==> src/rtl/double_pair_gen.sv <==
// LFSR-driven 64-bit operand-pair source with a valid/ready handshake and periodic b == a forcing.
// Optional macro DOUBLE_PAIR_GEN_SPECIALS_EN prepends up to eight fixed IEEE-754 special-value pairs.
module double_pair_gen #(
  parameter logic [63:0] SEED_A   = 64'h0123_4567_89AB_CDEF,
  parameter logic [63:0] SEED_B   = 64'hFEDC_BA98_7654_3210,
  parameter int unsigned N_PAIRS  = 1000,
  parameter int unsigned EQ_EVERY = 4,
  parameter int unsigned CNT_W    = 16
) (
  input  logic             clk,
  input  logic             rst_n,
  input  logic             start_i,
  input  logic             ready_i,
  output logic [63:0]      a_o,
  output logic [63:0]      b_o,
  output logic             valid_o,
  output logic             busy_o,
  output logic             done_o,
  output logic [CNT_W-1:0] pair_count_o
);

  localparam logic [63:0] SeedA  = (SEED_A == 64'h0) ? 64'h1 : SEED_A;
  localparam logic [63:0] SeedB  = (SEED_B == 64'h0) ? 64'h1 : SEED_B;
  localparam logic [63:0] Taps   = 64'hD800_0000_0000_0000;
  localparam int unsigned PhW    = (EQ_EVERY > 1) ? $clog2(EQ_EVERY) : 1;
  localparam int unsigned EqLast = (EQ_EVERY > 0) ? EQ_EVERY - 1 : 0;

  typedef enum logic [1:0] {StIdle, StGen, StDone} state_e;

  state_e           state_q, state_d;
  logic [63:0]      lfsr_a_q, lfsr_a_d;
  logic [63:0]      lfsr_b_q, lfsr_b_d;
  logic [CNT_W-1:0] cnt_q, cnt_d;
  logic [PhW-1:0]   phase_q, phase_d;

  logic        in_spec;
  logic [63:0] spec_a, spec_b;
  logic        force_eq;

`ifdef DOUBLE_PAIR_GEN_SPECIALS_EN
  assign in_spec = (32'(cnt_q) < 32'd8);

  always_comb begin
    spec_a = 64'h0;
    spec_b = 64'h0;
    unique case (cnt_q[2:0])
      3'd0: begin spec_a = 64'h0000_0000_0000_0000; spec_b = 64'h8000_0000_0000_0000; end
      3'd1: begin spec_a = 64'h7FF0_0000_0000_0000; spec_b = 64'h7FF0_0000_0000_0000; end
      3'd2: begin spec_a = 64'h7FF8_0000_0000_0000; spec_b = 64'h7FF8_0000_0000_0000; end
      3'd3: begin spec_a = 64'h7FF0_0000_0000_0000; spec_b = 64'hFFF0_0000_0000_0000; end
      3'd4: begin spec_a = 64'h3FF0_0000_0000_0000; spec_b = 64'h3FF0_0000_0000_0000; end
      3'd5: begin spec_a = 64'h8000_0000_0000_0000; spec_b = 64'h0000_0000_0000_0000; end
      3'd6: begin spec_a = 64'h7FF8_0000_0000_0000; spec_b = 64'h3FF0_0000_0000_0000; end
      3'd7: begin spec_a = 64'h0000_0000_0000_0001; spec_b = 64'h0000_0000_0000_0001; end
      default: ;
    endcase
  end
`else
  assign in_spec = 1'b0;
  assign spec_a  = 64'h0;
  assign spec_b  = 64'h0;
`endif

  // Phase counter tracks k mod EQ_EVERY over LFSR-derived pairs only.
  assign force_eq = !in_spec && (EQ_EVERY != 0) && (phase_q == PhW'(EqLast));

  assign valid_o      = (state_q == StGen);
  assign busy_o       = (state_q == StGen);
  assign done_o       = (state_q == StDone);
  assign pair_count_o = cnt_q;
  assign a_o = !valid_o ? 64'h0 : (in_spec ? spec_a : lfsr_a_q);
  assign b_o = !valid_o ? 64'h0 : (in_spec ? spec_b : (force_eq ? lfsr_a_q : lfsr_b_q));

  always_comb begin
    state_d  = state_q;
    lfsr_a_d = lfsr_a_q;
    lfsr_b_d = lfsr_b_q;
    cnt_d    = cnt_q;
    phase_d  = phase_q;
    unique case (state_q)
      StIdle, StDone: begin
        if (start_i) begin
          state_d  = StGen;
          lfsr_a_d = SeedA;
          lfsr_b_d = SeedB;
          cnt_d    = '0;
          phase_d  = '0;
        end
      end
      StGen: begin
        if (ready_i) begin
          cnt_d = cnt_q + CNT_W'(1);
          if (!in_spec) begin
            lfsr_a_d = (lfsr_a_q >> 1) ^ (lfsr_a_q[0] ? Taps : 64'h0);
            lfsr_b_d = (lfsr_b_q >> 1) ^ (lfsr_b_q[0] ? Taps : 64'h0);
            phase_d  = (phase_q == PhW'(EqLast)) ? '0 : phase_q + PhW'(1);
          end
          if (cnt_q == CNT_W'(N_PAIRS - 1)) state_d = StDone;
        end
      end
      default: state_d = StIdle;
    endcase
  end

  always_ff @(posedge clk or negedge rst_n) begin
    if (!rst_n) begin
      state_q  <= StIdle;
      lfsr_a_q <= 64'h0;
      lfsr_b_q <= 64'h0;
      cnt_q    <= '0;
      phase_q  <= '0;
    end else begin
      state_q  <= state_d;
      lfsr_a_q <= lfsr_a_d;
      lfsr_b_q <= lfsr_b_d;
      cnt_q    <= cnt_d;
      phase_q  <= phase_d;
    end
  end

endmodule

==> config.mk <==
export PLATFORM = sky130hd
export DESIGN_NAME = double_pair_gen
export DESIGN_NICKNAME = d
export VERILOG_FILES = /design/src/rtl/double_pair_gen.sv
export SDC_FILE = /design/constraint.sdc
export NUM_CORES = 1
export LEC_CHECK = 0
export CELL_PAD_IN_SITES_DETAIL_PLACEMENT = 1
export CELL_PAD_IN_SITES_GLOBAL_PLACEMENT = 1
export CORE_MARGIN = 1
export CORE_UTILIZATION = 39
export CTS_CLUSTER_SIZE = 14
export DETAILED_ROUTE_END_ITERATION = 6
export GPL_ROUTABILITY_DRIVEN = 0
export PLACE_DENSITY = 0.83
export SKIP_LAST_GASP = 1
export SLEW_MARGIN = 20
export SYNTH_ARGS = -nofsm -noshare
export SYNTH_HDL_FRONTEND = slang
export SYNTH_SLANG_ARGS = --single-unit
==> constraint.sdc <==
create_clock -name clk -period 2.1 [get_ports clk]
set_input_delay 0.315 -clock clk [delete_from_list [all_inputs] [get_ports clk]]
set_output_delay 0.315 -clock clk [all_outputs]
set_load 0.02 [all_outputs]
# --- Word level (Yosys, flattened, before mapping) ---
# Index checks and enable logic that the tools add are counted.
classes:
  n_addsub: 2
  n_eq_ne: 7
  n_mux: 22
  bitwise_logic: 2
  reduce_logical: 5
ops:
  columns: ["op", "count"]
  rows:
  - ["64-bit 2-to-1 mux", 9]
  - ["64-bit case mux with 2 select lines", 2]
  - ["63-bit by 64-bit XOR with 64-bit output", 2]
  - ["16-bit 2-to-1 mux", 2]
  - ["16-bit case mux with 2 select lines", 1]
  - ["16-bit by 1-bit adder with 16-bit output (second input constant)", 1]
  - ["16-bit by 10-bit equality test with 1-bit output (second input constant)", 1]
  - ["2-bit 2-to-1 mux", 6]
  - ["2-bit case mux with 2 select lines", 2]
  - ["3-bit AND reduction", 2]
  - ["2-bit equality test (second input constant)", 2]
  - ["2-bit inequality test (second input constant)", 2]
  - ["2-bit by 1-bit adder with 2-bit output (second input constant)", 1]
  - ["2-bit by 1-bit equality test with 1-bit output (second input constant)", 1]
  - ["2-bit zero test", 1]
  - ["2-bit by 1-bit inequality test with 1-bit output (second input constant)", 1]
  - ["2-bit nonzero test", 1]
  - ["2-bit OR reduction", 1]
totals:
  reg_bits: 148
  input_bits: 4
  out_inout_bits: 147
  word_cells: 43

# --- Longest topological paths before layout ---
logic_depth:
  ltp_word: 4
  ltp_mapped: 7
  mapped_depth_nobuf: 5

# --- Worst setup path after synthesis ---
# Ideal clock, no wire load.
synth_timing:
  path_kind: "reg2out"
  start: "reg state_q[0]"
  end: "out a_o[43]"
  arrival_time_ns: 1.746
  t_required_ns: 1.785
  path_slack_ns: 0.039
  path_stages_with_launch: 7
  path_cell_list: "dfrtp_1 -> or2b_1 -> clkbuf_1 -> inv_1 -> clkbuf_1 -> clkbuf_1 -> and2_1"
synth_via:
  elab_chain_len: 2
synth_rtl:
  columns: ["element", "line", "source"]
  rows:
  - ["start, declared", "30", "state_e state_q, state_d;"]
  - ["start signal, assigned", "107", "state_q <= StIdle;"]
  - ["start signal, assigned", "113", "state_q <= state_d;"]
  - ["2-bit by 1-bit equality test with 1-bit output", null, null]
  - ["via busy_o", "17", "output logic busy_o,"]
  - ["64-bit 2-to-1 mux", "71", "assign a_o = !valid_o ? 64'h0 : (in_spec ? spec_a : lfsr_a_q);"]
  - ["end, declared", "14", "output logic [63:0] a_o,"]
# The timed path passes the listed nets, and every way through them passes these cells.

# --- Worst setup path after layout ---
layout_timing:
  start: "reg phase_q[0]"
  end: "out b_o[37]"
layout_via:
  elab_chain_len: 3
layout_rtl:
  columns: ["element", "line", "source"]
  rows:
  - ["start, declared", "34", "logic [PhW-1:0] phase_q, phase_d;"]
  - ["start signal, assigned", "117", "phase_q <= phase_d;"]
  - ["2-bit equality test", "65", "assign force_eq = !in_spec && (EQ_EVERY != 0) && (phase_q == PhW'(EqLast));"]
  - ["64-bit 2-to-1 mux (2 in series)", "72", "assign b_o = !valid_o ? 64'h0 : (in_spec ? spec_b : (force_eq ? lfsr_a_q : lfsr_b_q));"]
  - ["end, declared", "15", "output logic [63:0] b_o,"]
# Every way passes these cells.

==> impl_metrics.py <==
metrics = {
    "logic_synthesis": {
        "syn_area_sq_um": 7610,
        "syn-instance-count": 852,
        "syn_nets": 858,
        "async_reset_ff_share_pct": 100,
        "synth-main-ff-cell": "dfrtp_1",
        "synth.distinct_cells": 41,
        "synth.ff_latch_count": 148,
        "seq_area_frac_synth_pct": 48.6,
        "syn_avg_cell_area_sq_um": 8.94,
        "synth_edf_count": 0,
        "yosysWarningCount": 0,
    },
    "clocking": {
        "clock_latency_ns": 0.43,
        "path_clk_slew_ns": 0.06,
        "cts_tree": "built",
        "cts_max_level": 4,
        "cts_root_buf": "clkbuf_16",
        "cts_max_path_buffers": 2,
        "cts_buffers": 17,
        "clkSinkCount": 148,
    },
    "timing": {
        "fmax_ghz": 0.465,
        "worstMarginPinSlew_ns": 0.561,
        "finalCritPeriodShare_pct": 102,
        "rsz0062_at_grt": "true",
        "min_period_ns": 2.15,
        "relSlewSlack_pct": 61.6,
        "maxSlewViolCount": 0,
        "skew_ns": 0.00887,
        "setup_viol": 23,
        "holdWs_ns": 0.359,
        "final-hold-violation-count": 0,
        "layout_setup_ws_ns": -0.0522,
    },
    "placement": {
        "io_buffers": 150,
        "detailed_place_hpwl_microns": 14700,
        "post-place-cells": 1208,
    },
    "floorplan": {
        "die_width_microns": 142,
        "start_util_pct": 40.3,
        "die_area_sq_um": 20100,
        "core-area_sq_um": 18900,
        "num_io_pins": 151,
        "rows": 50,
        "die_y_microns": 142,
    },
    "final_layout": {
        "final_nets": 989,
        "final_common_cell": "nand2_1",
        "diodes": 0,
        "area_growth_pct": 30.7,
        "final_cell_mix": "nand2_1 (167), dfrtp_1 (148), nor2_1 (115), and2_1 (64), buf_4 (51)",
        "instances_no_fill": 1256,
        "layout-drive-gt1-share_pct": 27.1,
    },
    "route": {
        "antenna_left": 0,
        "totalWireLength_microns": 24200,
        "vias": 6588,
        "drt-wirelength-per-cell_microns": 19.3,
        "drcViolationCount": 0,
        "drtIter0Drc": 394,
        "via_per_inst": 5.25,
        "firstDrtPassIters": 4,
    },
    "pwr": {
        "p_sw_mw": 4.83,
        "internal-power_mw": 7.43,
        "p_per_area_nw_per_um2": 1230,
        "clkPwrFrac_pct": 23.7,
        "total_power_mw": 12.3,
        "combPwrFrac_pct": 41.6,
        "switching_share_pct": 39.4,
        "peakVddDrop_mv": 0.645,
        "power.leakage_nw": 4.70,
        "p_seq_share_pct": 34.7,
    },
    "global_routing": {
        "gr-total-overflow": 0,
        "grt_pass1_vias": 6837,
        "antenna_found_initial": 0,
        "grt_usage_pct": 23.9,
        "grt_pass1_wl_microns": 37400,
        "grt_start_max_net_pins": 77,
    },
    "job": {
        "cap_violations": 0,
    },
    "setup_path": {
        "worstSetupPathType": "flip-flop to primary output",
        "end_kind": "primary output",
        "worst-path-max-fanout": 8,
        "start_kind": "flip-flop",
        "critPathRequiredTime_ns": 1.78,
        "reg2reg_slack_ns": 0.26,
        "cp.arrival_ns": 1.84,
    },
    "status": {
        "status": "finished with violations",
        "violations": "negative setup slack",
    },
    "min_path": {
        "hold_class": "primary input to async pin",
    },
}
[flip-flops by register name, summed over array words and instances, names as in the netlist]
name,cells
state_q,2
phase_q,2
lfsr_b_q,64
lfsr_a_q,64
pair_count_o,16
[cells in the mapped netlist (2+ instances only)]
cell,count,area [sq um]
inv_1,3,11.3
a211oi_1,2,15.0
o21ai_0,47,235
o31ai_1,4,30.0
buf_1,19,71.3
buf_4,31,233
ha_1,2,25.0
mux2i_1,64,641
nand2_1,168,631
or3_1,3,18.8
nor3_1,23,115
a41o_1,2,20.0
nor2_1,116,435
mux2_2,29,327
nor4b_1,2,17.5
xnor2_1,9,78.8
and2_1,64,400
dfrtp_1,148,3700
buf_2,6,30.0
nand4_1,3,18.8
a31oi_1,2,12.5
a31o_2,3,26.3
xor2_1,2,17.5
a21oi_1,10,50.1
clkbuf_1,37,139
nand3_1,37,185
nor4_1,2,12.5
[power groups by stage]
stage / clock network (mW) / logic [mW] / registers [mW]
2_1_floorplan: 0 / 3.15 / 4.04
3_3_place_gp: 0 / 5.18 / 4.22
3_5_place_dp: 0 / 5.29 / 4.25
4_1_cts: 2.94 / 4.85 / 4.23
5_1_grt: 3.06 / 5.46 / 4.36
6_report: 2.90 / 5.10 / 4.26
[layer usage]
layer  track usage (%)  part of all wire, %  vias to the layer above
met4              7.70                  1.8                        0
met3              4.35                  3.8                       31
met5                 0                    0                        -
met1              30.6                   44                     3344
met2              40.7                   50                      174
li1                  -                    -                     3039
[layout make-up]
| type | count | area, sq um |
|---|---|---|
| clock buffers | 19 | 443 |
| flip-flops and latches | 148 | 3700 |
| clock inverters | 13 | 109 |
| fillers | 2201 | 8940 |
| multi-input cells | 607 | 3560 |
| inverters | 3 | 23.8 |
| well taps | 260 | 325 |
| repair buffers | 206 | 1790 |
[per-stage QoR]
stage	worst slack (ns)	utilization [%]	instance area (sq um)	TNS, ns
final	-0.0522	52.7	9960	-0.386
after global placement	-0.000130	50.0	9450	-0.000130
after CTS	-0.138	52.5	9920	-6.85
after global routing	-0.123	52.7	9960	-3.99
after floorplan	0.0386	-	7610	0
after detailed placement	-0.0356	50.0	9450	-0.204
[cells by family (layout without fill, tap and decap cells)]
kind of cell    count (synthesis)  count (layout)  synth area share [%]
compound gates                 75              75                  5.72
fa+ha+maj                       2               2                 0.329
xor+xnor                       11              11                  1.27
buf+inv                        97             241                  6.51
simple gates                  426             426                  24.8
mux                            93              93                  12.7
flops                         148             148                  48.6
[critical path, stage by stage (launching register included)]
cell and delay (ns):
dfrtp_1 0.40, ha_4 0.20, buf_6 0.18, clkbuf_16 0.18
mux2i_1 0.22, nor2_1 0.07, clkbuf_2 0.16
[repair_timing]
item                                    4_1_cts  5_1_grt
endpoints found under the setup margin      131      117
endpoints found under the hold margin        36        0
hold buffers                                  1        0
gates cloned                                  1        6
buffers inserted                              2        6
pin swaps                                     1        4
gates resized for setup                     310      198
[worst paths after layout]
kind | to | depth (start not counted) | start
worst max-delay path | b_o[37] | 6 | phase_q[0]$_DFFE_PN0P_
worst min-delay path | lfsr_b_q[11]$_DFFE_PN0P_ | 2 | rst_n
worst max register to register | pair_count_o[10]$_DFFE_PN0P_ | 6 | state_q[1]$_DFFE_PN0P_
worst min register to register | lfsr_b_q[49]$_DFFE_PN0P_ | 2 | lfsr_b_q[50]$_DFFE_PN0P_
max in group asynchronous | lfsr_a_q[27]$_DFFE_PN0P_ | 3 | rst_n
min in group clk | lfsr_b_q[49]$_DFFE_PN0P_ | 2 | lfsr_b_q[50]$_DFFE_PN0P_
(Power assumes the default switching activity.)
